==> config.mk <==
export PLATFORM = sky130hd
export DESIGN_NAME = iob_cache_axi_write_responder
export DESIGN_NICKNAME = d
export VERILOG_FILES = /design/src/rtl/iob_cache_axi_write_responder.sv
export SDC_FILE = /design/constraint.sdc
export NUM_CORES = 1
export LEC_CHECK = 0
export CORE_MARGIN = 2
export CORE_UTILIZATION = 38
export DETAILED_ROUTE_END_ITERATION = 10
export PLACE_DENSITY = 0.93
export SETUP_SLACK_MARGIN = 0.4
export SKIP_CTS_REPAIR_TIMING = 1
export SLEW_MARGIN = 20
export SYNTH_ARGS = -nofsm -noshare
export SYNTH_HDL_FRONTEND = slang
export SYNTH_SLANG_ARGS = --single-unit
==> constraint.sdc <==
create_clock -name clk_i -period 5.1 [get_ports clk_i]
set_clock_uncertainty 0.2 [all_clocks]
set_input_delay 0.51 -clock clk_i [delete_from_list [all_inputs] [get_ports clk_i]]
set_output_delay 0.51 -clock clk_i [all_outputs]
set_load 0.01 [all_outputs]
==> src/rtl/iob_cache_axi_write_responder.sv <==
// AXI4 write-slave front end for a cache backing memory: one burst at a time,
// every accepted W beat becomes a single-cycle full-width memory write.
// Ports: clk_i/reset_i, AXI AW/W/B slave channels, mem_en/addr/wdata/wstrb master.
// Latency: a beat's memory write is combinational, in the same cycle as its W handshake.
// Backpressure: AW accepted only in IDLE and W only in DATA; B is held until bready.
// Optional macro IOB_CACHE_AXI_RANGE_CHECK_EN: suppress writes whose word address
// exceeds the memory range and report them as SLVERR.
module iob_cache_axi_write_responder #(
  parameter int AXI_ID_W   = 1,
  parameter int AXI_ADDR_W = 24,
  parameter int AXI_DATA_W = 32,
  parameter int AXI_LEN_W  = 8,
  parameter int MEM_ADDR_W = 10
) (
  input  logic                    clk_i,
  input  logic                    reset_i,
  input  logic [AXI_ID_W-1:0]     axi_awid_i,
  input  logic [AXI_ADDR_W-1:0]   axi_awaddr_i,
  input  logic [AXI_LEN_W-1:0]    axi_awlen_i,
  input  logic [2:0]              axi_awsize_i,
  input  logic [1:0]              axi_awburst_i,
  input  logic                    axi_awvalid_i,
  output logic                    axi_awready_o,
  input  logic [AXI_DATA_W-1:0]   axi_wdata_i,
  input  logic [AXI_DATA_W/8-1:0] axi_wstrb_i,
  input  logic                    axi_wlast_i,
  input  logic                    axi_wvalid_i,
  output logic                    axi_wready_o,
  output logic [AXI_ID_W-1:0]     axi_bid_o,
  output logic [1:0]              axi_bresp_o,
  output logic                    axi_bvalid_o,
  input  logic                    axi_bready_i,
  output logic                    mem_en_o,
  output logic [MEM_ADDR_W-1:0]   mem_addr_o,
  output logic [AXI_DATA_W-1:0]   mem_wdata_o,
  output logic [AXI_DATA_W/8-1:0] mem_wstrb_o
);

  localparam int STRB_W  = AXI_DATA_W / 8;
  localparam int OFF_W   = $clog2(STRB_W);
  localparam int WADDR_W = AXI_ADDR_W - OFF_W;

  typedef enum logic [1:0] {IDLE, DATA, RESP} state_t;

  state_t                 state, state_nxt;
  logic [AXI_ID_W-1:0]    id_q;
  logic [WADDR_W-1:0]     waddr_q;   // word address, byte offset dropped
  logic [AXI_LEN_W-1:0]   len_q;
  logic [1:0]             burst_q;
  logic [AXI_LEN_W-1:0]   cnt_q;
  logic                   err_q;

  logic beat;
  logic last_beat;
  logic out_of_range;

  assign beat      = (state == DATA) && axi_wvalid_i;
  assign last_beat = (cnt_q == len_q);

`ifdef IOB_CACHE_AXI_RANGE_CHECK_EN
  assign out_of_range = (waddr_q >> MEM_ADDR_W) != '0;
`else
  assign out_of_range = 1'b0;
`endif

  // awsize is ignored (beats are always full width); the byte offset of awaddr
  // is dropped, and without range checking the upper word bits simply alias.
  logic unused_bits;
  assign unused_bits = ^{axi_awsize_i, axi_awaddr_i, waddr_q};

  always_ff @(posedge clk_i) begin
    if (reset_i) begin
      state   <= IDLE;
      cnt_q   <= '0;
      err_q   <= 1'b0;
      id_q    <= '0;
      waddr_q <= '0;
      len_q   <= '0;
      burst_q <= 2'b00;
    end else begin
      state <= state_nxt;
      if ((state == IDLE) && axi_awvalid_i) begin
        id_q    <= axi_awid_i;
        waddr_q <= axi_awaddr_i[AXI_ADDR_W-1:OFF_W];
        len_q   <= axi_awlen_i;
        burst_q <= axi_awburst_i;
        cnt_q   <= '0;
        err_q   <= 1'b0;
      end
      if (beat) begin
        cnt_q <= cnt_q + 1'b1;
        // Only the memory field increments so bursts wrap inside the memory
        // and never spill into the range-checked upper bits.
        if (burst_q != 2'b00)
          waddr_q[MEM_ADDR_W-1:0] <= waddr_q[MEM_ADDR_W-1:0] + 1'b1;
        // Reserved burst types run as INCR but are reported; wlast is only
        // a consistency check, the burst length always comes from awlen.
        if ((axi_wlast_i != last_beat) || burst_q[1] || out_of_range)
          err_q <= 1'b1;
      end
    end
  end

  always_comb begin
    state_nxt     = state;
    axi_awready_o = 1'b0;
    axi_wready_o  = 1'b0;
    axi_bvalid_o  = 1'b0;
    mem_en_o      = 1'b0;
    case (state)
      IDLE: begin
        axi_awready_o = 1'b1;
        if (axi_awvalid_i) state_nxt = DATA;
      end
      DATA: begin
        axi_wready_o = 1'b1;
        mem_en_o     = axi_wvalid_i && !out_of_range;
        if (axi_wvalid_i && last_beat) state_nxt = RESP;
      end
      RESP: begin
        axi_bvalid_o = 1'b1;
        if (axi_bready_i) state_nxt = IDLE;
      end
      default: state_nxt = IDLE;
    endcase
  end

  assign axi_bid_o   = id_q;
  assign axi_bresp_o = err_q ? 2'b10 : 2'b00;
  assign mem_addr_o  = waddr_q[MEM_ADDR_W-1:0];
  assign mem_wdata_o = axi_wdata_i;
  assign mem_wstrb_o = axi_wstrb_i;

endmodule

## Yosys cells after proc, flatten, opt, wreduce, memory -nomap -nowiden

Cells that the tools add are included.

| word-level totals | value |
|---|---|
| register bits after elaboration | 32 |
| input bits | 80 |
| output and inout port bits | 53 |
| logic and storage cells | 41 |

| cells by class | value |
|---|---|
| add/subtract/negate cells | 2 |
| equal/unequal tests | 7 |
| muxes and demuxes | 17 |
| reduce and logical (&&, ||, !) cells | 8 |

Operator list:

| cell | number |
|---|---|
| $mux 10 | 3 |
| $mux 8 | 2 |
| $add 10x1->10 const B | 1 |
| $add 8x1->8 const B | 1 |
| $eq 8x8->1 | 1 |
| $mux 2 | 4 |
| $mux 1 | 7 |
| $pmux 2 s3 | 1 |
| $ne 2x2->1 const B | 2 |
| $reduce_bool 2->1 | 2 |
| $logic_and 1x1->1 | 3 |
| $reduce_and 3->1 | 1 |
| $eq 2x1->1 const B | 1 |
| $eq 2x2->1 const B | 1 |
| $logic_not 2->1 | 1 |
| $ne 2x1->1 const B | 1 |
| $logic_or 1x1->1 | 1 |
| $ne 1x1->1 | 1 |

## Longest topological paths before layout

Gate-level depths: netlist of run 1.

| logic depth | value |
|---|---|
| depth after elaboration | 5 |
| depth in mapped cells | 6 |

## Least setup slack after synthesis of run 1

Ideal clock, no wire load.

| timing path | value |
|---|---|
| path type | input to register |
| start point | in axi_awvalid_i |
| end point | reg err_q |
| library setup time | 0.138 ns |
| arrival time | 1.452 ns |
| required time | 4.762 ns |
| setup slack | 3.310 ns |
| stages on the path | 4 |
| buffers on the path | 0 |
| cells stage by stage | or3b_1 > and2_1 > a2111oi_0 > a2111oi_1 |

| on the way | value |
|---|---|
| cells in the longest elaborated chain, start to end | 4 |

Ends and longest elaborated chain:

| what | line | text |
|---|---|---|
| from (decl) | 22 | `input logic axi_awvalid_i,` |
| $logic_and 1x1->1 * | 82 | `if ((state == IDLE) && axi_awvalid_i) begin` |
| $mux 1 * | 82 |  |
| $mux 1 | 98 | `if ((axi_wlast_i != last_beat) \|\| burst_q[1] \|\| out_of_range)` |
| $mux 1 * | 90 | `if (beat) begin` |
| to (signal assigned) | 75 | `err_q <= 1'b0;` |
| to (signal assigned) | 88 | `err_q <= 1'b0;` |
| to (signal assigned) | 99 | `err_q <= 1'b1;` |
| to (decl) | 51 | `logic err_q;` |

Mark *: on every way between the ends. The rest lies on a longest branch, timed or not.
A chain may end at the register's enable or synchronous reset.

## Final worst setup path of run 1

| timing path | value |
|---|---|
| start point | in axi_wvalid_i |
| end point | out mem_en_o |

| on the way | value |
|---|---|
| cells in the longest elaborated chain, start to end | 1 |

Ends and longest elaborated chain:

| what | line | text |
|---|---|---|
| from (decl) | 27 | `input logic axi_wvalid_i,` |
| $mux 1 | 110 | `case (state)` |
| to (decl) | 33 | `output logic mem_en_o,` |

Every way passes these cells.

==> results of run 1 <==
-- routing by layer --
layer,track usage [%],vias up
li1,-,794
met1,18.1,711
met2,24.4,74
met3,5.96,14
met4,9.13,0
met5,0,-
-- logic make-up (layout without fill, tap and decap cells) --
| kind of cell | Yosys count | after routing | synth area share (%) |
|---|---|---|---|
| AOI/OAI and AO/OA | 55 | 55 | 19.0 |
| xor gates and xnor gates | 8 | 8 | 3.71 |
| adders and majority gates | 2 | 2 | 1.33 |
| buffers and inverters | 52 | 56 | 18.4 |
| DFF | 32 | 32 | 33.9 |
| other | 1 | 1 | 0.199 |
| and+or+nand+nor | 84 | 84 | 23.5 |
-- sequential cells by signal, summed over array words and instances (netlist names) --
name / cells
waddr_q: 10
cnt_q: 8
len_q: 8
burst_q: 2
state: 2
axi_bid_o: 1
err_q: 1
-- synthesized netlist by cell type, drive strengths merged --
cell and n:
or2 1, nor4 2, and3 2, nand2 35
a32oi 3, nand3b 2, nor2 14, clkinv 1
a2111oi 2, and2 2, inv 3, a311oi 3
conb 1, nand3 7, nor3b 2, or3b 1
o211ai 2, nor2b 2, a22oi 1, or3 4
nor3 3, o311ai 4, buf 42, a31oi 5
o211a 2, xor2 8, or4 5, o21ai 7
a21oi 23, dfxtp 32, clkbuf 6, a2bb2oi 2
ha 2, nand4 2, a211oi 1
-- path summary, 6_finish.rpt --
kind | from | endpoint | slack [ns] | cells after the start
max | axi_wvalid_i | mem_en_o | 2.41 | 4
min reg2reg | axi_bid_o | axi_bid_o | 0.26 | 2
max reg2reg | state[0] | err_q | 2.90 | 4
min | axi_bid_o | axi_bid_o | 0.26 | 2
-- cell type report --
type | instances | area (sq um)
clock buffers | 8 | 90.1
flip-flops and latches | 32 | 641
multi-input cells | 150 | 901
well taps | 67 | 83.8
fillers | 486 | 2580
repair buffers | 44 | 435
inverters | 4 | 20.0
-- power groups by stage --
stage                     clock, mW  combinational (mW)  sequential [mW]
after floorplan                   0              0.0941            0.287
after global placement            0               0.119            0.286
after detailed placement          0               0.121            0.287
after CTS                     0.204               0.121            0.282
after global routing          0.211               0.134            0.284
final                         0.197               0.121            0.282
-- layout by cell type, fill, tap and decap left out, types with 4 or more instances in the layout --
master | synthesis | final
o21ai_0 | 7 | 7
nor2_1 | 14 | 14
a31oi_1 | 5 | 5
nand2_1 | 34 | 34
clkbuf_8 | 0 | 6
dfxtp_1 | 32 | 32
or4_1 | 5 | 5
clkdlybuf4s50_1 | 0 | 42
or3_1 | 4 | 4
a21oi_1 | 22 | 22
xor2_1 | 8 | 8
nand3_1 | 6 | 6
o311ai_0 | 4 | 4
-- through the flow --
stage / setup slack [ns] / util (%) / cell area (sq um) / instances
floorplan: 3.31 / - / 1890 / 234
global placement: 2.35 / 43.8 / 2080 / 297
detailed placement: 2.31 / 43.8 / 2080 / 297
CTS: 2.41 / 45.7 / 2170 / 305
global route: 2.33 / 45.7 / 2170 / 305
finish: 2.41 / 45.7 / 2170 / 305
-- worst reg2reg max path: stages (launching register included) --
cell,delay (ns)
dfxtp_1,0.37
or3b_1,0.70
and2_1,0.32
a2111oi_0,0.38
a2111oi_1,0.10
==> results_dict.tcl, run 1 <==
set metrics [dict create \
    status "complete, no violations" \
    syn-num-nets 316 \
    port-buffer-count 42 \
    fin_crit_ns 2.69 \
    clk_pin_slew_ns 0.06 \
    worst_ep_required_time_ns 4.39 \
    drt-met1-wl_um 1680 \
    dr.max_layer_used "met4" \
    htreeDepth 2 \
    syn_avg_cell_area_sq_um 8.07 \
    crit_path_start_kind "primary input" \
    pwr-share-seq_pct 47.0 \
    grt-ovfl-total 0 \
    final-max-slew-violation-count 0 \
    finalPower_mw 0.600 \
    synth_cells 234 \
    ir_worst_vdd_v 0.000121 \
    intPower_mw 0.436 \
    power.switching_mw 0.164 \
    yosys.area.top_type_share_pct 33.9 \
    p_per_area_mw_per_mm2 276 \
    ys_ff_latch 32 \
    area_growth_pct 15.0 \
    min_path_type "register to register" \
    insertion_delay_ns 0.28 \
    cts.sink_count 32 \
    finalHoldViolations 0 \
    pwr-share-clk_pct 32.9 \
    wl_met3_um 357 \
    die_y_um 74.5 \
    cap_violations 0 \
    max_stage_delay_ns 0.55 \
    holdWs_ns 0.260 \
    gp_congestion 0.850 \
    dr.pass1.iters 4 \
    ys_types 44 \
    grt_max_degree 33 \
    p_comb_share_pct 20.1 \
    grt_pass1_wl_um 6600 \
    end_kind "primary output" \
    cts_tree "yes" \
    fmax_mhz 372 \
    drt-total-wl_um 4080 \
    worst_path_dominant_cell_family "buffers and inverters" \
    cts_buffers 5 \
    critPathKind "primary input to primary output" \
    cp.arrival_ns 1.98 \
    cts_root_buf "clkbuf_8" \
    rows 25 \
    antenna_found_initial 0 \
    synth_area_leader_cell "dfxtp_1" \
    num_antenna_cells 0 \
    seq_area_frac_synth_pct 33.9 \
    drc 0 \
    postRouteAntennaNets 0 \
    fin_nets 319 \
    path_common_cell "clkdlybuf4s50_1" \
    netlist_area_sq_mm 0.00189 \
    wl_per_cell_um 13.4 \
    io_pins 133 \
    dieArea_sq_mm 0.00555 \
    layout-drive-gt1-share_pct 6.72 \
    setup_viol 0 \
    relSlewSlack_pct 53.9 \
    p_sw_share_pct 27.4 \
    wl_met2_um 1930 \
    grt_pass1_vias 1497 \
    crit_buf_inv 3 \
    die_w_um 74.5 \
    worstMarginPinSlew_ns 0.691 \
    cts.path.max_buffers 2 \
    vias_per_cell 5.22 \
    core_area_sq_mm 0.00475 \
    worstPathCellList "clkdlybuf4s50_1 -> nand3b_4 -> clkinv_4 -> clkdlybuf4s50_1" \
    leakagePower_nw 0.804 \
    track_usage_pct 15.6 \
    tns_ns 0 \
    post-route-period-util_pct 52.8 \
    dp_hpwl_um 2970 \
    rsz0062_at_grt "false" \
    synthTopCellsByArea "dfxtp_1 34%, buf_4 15%, nand2_1 6.8%" \
    cp_slowest_cell "clkdlybuf4s50_1" \
    vias 1593 \
    crit_fanout 17 \
    drtIter0Drc 107 \
    start_util_pct 39.7 \
    yosysWarnings 0 \
]
(Power assumes the default switching activity.)
==> inputs of run 2 (changes only) <==
CORE_UTILIZATION = 35   (was 38)
PLACE_DENSITY = 0.87   (was 0.93)
clock period = 2.7 ns   (was 5.1 ns; I/O delays follow)
==> results_dict.tcl, run 2 (synthesized netlist as in run 1, its figures left out) <==
set metrics [dict create \
    status "complete, no violations" \
    finalHoldViolations 0 \
    wl_met2_um 1870 \
    fillerInstances 504 \
    num_antenna_cells 0 \
    area_growth_pct 15.6 \
    io_pins 133 \
    pwr-share-clk_pct 32.8 \
    p_per_area_mw_per_mm2 521 \
    dp_hpwl_um 3040 \
    r2r_slack_ns 0.77 \
    clk_pin_slew_ns 0.06 \
    relSlewSlack_pct 60.1 \
    cts.sink_count 32 \
    rsz0062_at_grt "false" \
    pwr-share-seq_pct 46.9 \
    cts_tree "yes" \
    power.switching_mw 0.311 \
    crit_start "axi_wvalid_i" \
    insertion_delay_ns 0.29 \
    start_util_pct 36.5 \
    htreeDepth 2 \
    reg2reg_to "waddr_q[9]" \
    fin_crit_ns 2.20 \
    dieArea_sq_mm 0.00600 \
    cts_buffers 5 \
    reg_top3 "waddr_q: 10 flops, cnt_q: 8 flops, len_q: 8 flops" \
    grt-ovfl-total 0 \
    vias 1627 \
    die_y_um 77.4 \
    crit_fanout 17 \
    postRouteAntennaNets 0 \
    port-buffer-count 42 \
    dp.cells 301 \
    layout-drive-gt1-share_pct 7.11 \
    final-max-slew-violation-count 0 \
    worstMarginPinSlew_ns 0.597 \
    crit_path_start_kind "primary input" \
    final_cell_mix "42 x clkdlybuf4s50_1, 34 x nand2_1, 32 x dfxtp_1, 22 x a21oi_1, 14 x nor2_1" \
    worst_ep_required_time_ns 2.23 \
    grt_pass1_wl_um 7020 \
    fmax_mhz 455 \
    r2r_cells 5 \
    end_kind "primary output" \
    cap_violations 0 \
    fin_nets 320 \
    cts.path.max_buffers 2 \
    multi_input_area_sq_um 901 \
    fin_cells 309 \
    cp-endpoint "mem_en_o" \
    drtIter0Drc 97 \
    vias_per_cell 5.27 \
    setup_viol 0 \
    tns_ns 0 \
    antenna_found_initial 0 \
    final_common_cell "clkdlybuf4s50_1" \
    grt_pass1_vias 1576 \
    drc 0 \
    drt-met1-wl_um 1720 \
    p_comb_share_pct 20.4 \
    drt-total-wl_um 4150 \
    min_path_type "register to register" \
    rows 26 \
    track_usage_pct 14.5 \
    r2r_start "state[0]" \
    post-route-period-util_pct 81.5 \
    p_sw_share_pct 27.4 \
    wl_met3_um 435 \
    cts_root_buf "clkbuf_8" \
    core_area_sq_mm 0.00517 \
    largest_reg_flops 10 \
    cp.arrival_ns 1.73 \
    leakagePower_nw 0.808 \
    critPathKind "primary input to primary output" \
    dr.pass1.iters 4 \
    wl_per_cell_um 13.4 \
    dr.max_layer_used "met4" \
    ir_worst_vdd_v 0.000190 \
    top_register "waddr_q" \
    die_w_um 77.4 \
    gp_congestion 0.761 \
    intPower_mw 0.825 \
    regArea_sq_um 641 \
    utilization_pct 42.2 \
    grt_max_degree 25 \
]
==> run 2: cell types whose count changed in the layout (fill, tap and decap cells not counted), sizes merged <==
cell  before  now
buf        2    3
==> run 2: metal layers <==
metal	up-vias	track usage [%]
li1	795	-
met4	0	9.11
met5	-	0
met2	74	22.5
met3	16	5.23
met1	742	16.8
==> run 2: worst min-delay path by stage <==
stage	from	to	slack, ns	cells past startpoint
final	len_q[5]	len_q[5]	0.27	2
after global routing	len_q[5]	len_q[5]	0.29	2
after CTS	len_q[5]	len_q[5]	0.27	2
after detailed placement	len_q[5]	len_q[5]	0.26	2
after global placement	axi_bid_o	axi_bid_o	0.26	2
after floorplan	reset_i	waddr_q[1]	0.14	1
==> run 2: layout make-up <==
cell class              instances  share of cell area [%]
multi-input cells             150                    41.3
flip-flops and latches         32                    29.4
repair buffers                 45                    20.3
clock buffers                   8                    4.13
well taps                      70                    4.01
inverters                       4                   0.917
==> run 2: critical path, cell delays in order <==
cell and delay [ns]:
clkdlybuf4s50_1 0.52, nand3b_4 0.21, clkinv_4 0.18, clkdlybuf4s50_1 0.55
==> run 2: through the flow <==
step	hold WS [ns]	setup WS [ns]	area (sq um)	power (mW)
5_1_grt	0.287	0.433	2180	1.19
2_1_floorplan	0.142	1.02	1890	0.719
3_3_place_gp	0.255	0.484	2090	0.768
4_1_cts	0.267	0.494	2180	1.15
3_5_place_dp	0.258	0.450	2090	0.773
6_report	0.265	0.501	2180	1.14
==> run 2: power by group through the flow <==
stage | Combinational [mW] | Sequential, mW | Clock [mW]
6_report | 0.231 | 0.532 | 0.372
5_1_grt | 0.255 | 0.538 | 0.400
4_1_cts | 0.232 | 0.532 | 0.385
3_5_place_dp | 0.230 | 0.543 | 0
3_3_place_gp | 0.228 | 0.541 | 0
2_1_floorplan | 0.178 | 0.541 | 0
==> inputs of run 3 (changes only) <==
clock period = 2.3 ns   (was 2.7 ns; I/O delays follow)
==> results_dict.tcl, run 3 (synthesized netlist as in run 1, its figures left out) <==
set metrics [dict create \
    worst_ep_required_time_ns 2.25 \
    final-max-slew-violation-count 0 \
    grt_pass1_wl_um 7090 \
    end_kind "register" \
    critPathKind "primary input to register" \
    port-buffer-count 42 \
    track_usage_pct 14.4 \
    vias_per_cell 5.28 \
    p_per_area_mw_per_mm2 608 \
    fmax_mhz 531 \
    setup_viol 0 \
    fillerInstances 511 \
    cts.path.max_buffers 2 \
    finalHoldViolations 0 \
    fin_nets 322 \
    rsz0062_at_grt "true" \
    grt-ovfl-total 0 \
    pre_cts_ws_ns 0.174 \
    grt_max_degree 25 \
    die_y_um 77.4 \
    crit_fanout 3 \
    tns_ns 0 \
    start_util_pct 36.5 \
    worstPathCellList "clkdlybuf4s50_1 -> or3b_1 -> and2_1 -> a2111oi_1 -> a2111oi_1" \
    status "complete, no violations" \
    antenna_found_initial 0 \
    layout-drive-gt1-share_pct 10.4 \
    crit_path_start_kind "primary input" \
    drt-total-wl_um 4340 \
    wl_per_cell_um 13.9 \
    final_cell_mix "41 x clkdlybuf4s50_1, 34 x nand2_1, 30 x dfxtp_1, 22 x a21oi_1, 14 x nor2_1" \
    leakagePower_nw 0.835 \
    dieArea_sq_mm 0.00600 \
    area_growth_pct 18.0 \
    place_area_sq_mm 0.00212 \
    cp_slowest_cell "clkdlybuf4s50_1" \
    fin_crit_ns 1.88 \
    final_common_cell "clkdlybuf4s50_1" \
    cts.sink_count 32 \
    cts_tree "yes" \
    setup_slack_ns 0.416 \
    post-route-period-util_pct 81.9 \
    grt_pass1_vias 1603 \
    vias 1641 \
    core_area_sq_mm 0.00517 \
    rows 26 \
    top_register "waddr_q" \
    cts_root_buf "clkbuf_8" \
    ir_worst_vdd_v 0.000314 \
    cap_violations 0 \
    design_area_sq_mm 0.00223 \
    dp_hpwl_um 3140 \
    gp_congestion 0.843 \
    cts_buffers 5 \
    num_antenna_cells 0 \
    drc 0 \
    max_stage_delay_ns 0.47 \
    min_path_type "primary input to primary output" \
    largest_reg_flops 10 \
    insertion_delay_ns 0.29 \
    cp.arrival_ns 1.83 \
    path_common_cell "a2111oi_1" \
    reg_top3 "waddr_q: 10 flops, cnt_q: 8 flops, len_q: 8 flops" \
    die_w_um 77.4 \
    finalPower_mw 1.35 \
    dr.pass1.iters 4 \
    drtIter0Drc 52 \
    clk_pin_slew_ns 0.07 \
    io_pins 133 \
    postRouteAntennaNets 0 \
    htreeDepth 2 \
]
run 3: worst paths after layout:
path	startpoint	end	slack [ns]	cells after the start
worst min register to register	axi_bid_o	axi_bid_o	0.26	2
worst max register to register	state[0]	err_q	0.44	4
worst min-delay path	axi_wdata_i[11]	mem_wdata_o[11]	0.26	0
worst max-delay path	axi_awvalid_i	err_q	0.42	5
run 3: stage by stage:
stage	hold slack, ns	util [%]	cells
6_report	0.260	43.1	311
5_1_grt	0.260	43.1	311
4_1_cts	0.260	42.8	311
3_5_place_dp	0.258	41.0	303
3_3_place_gp	0.256	41.0	303
2_1_floorplan	0.102	-	234
run 3: critical path: cells and delay by family:
kind / cells / cell delay (ns)
compound gates: 2 / 0.56
simple gates: 2 / 0.58
buf+inv: 1 / 0.47
run 3: where the power goes:
group / switching, mW / internal [mW]
Clock: 0.226 / 0.214
Combinational: 0.142 / 0.147
Sequential: 0.0370 / 0.588
Total: 0.405 / 0.950
run 3: area by class of cell:
cell class | instances | area [sq um] | area share (%)
Clock inverter | 3 | 23.8 | 1.07
Tap cell | 70 | 87.6 | 3.93
Inverter | 4 | 20.0 | 0.899
Timing Repair Buffer | 47 | 473 | 21.2
Multi-Input combinational cell | 150 | 911 | 40.9
Sequential cell | 32 | 643 | 28.9
Clock buffer | 5 | 68.8 | 3.09
run 3: layer usage:
| metal | vias to the layer above | global-route usage [%] | part of all wire, % |
|---|---|---|---|
| met1 | 751 | 17.0 | 43 |
| met3 | 20 | 4.88 | 7.1 |
| met4 | 0 | 8.39 | 3.3 |
| li1 | 803 | - | - |
| met2 | 67 | 22.8 | 46 |
| met5 | - | 0 | 0 |
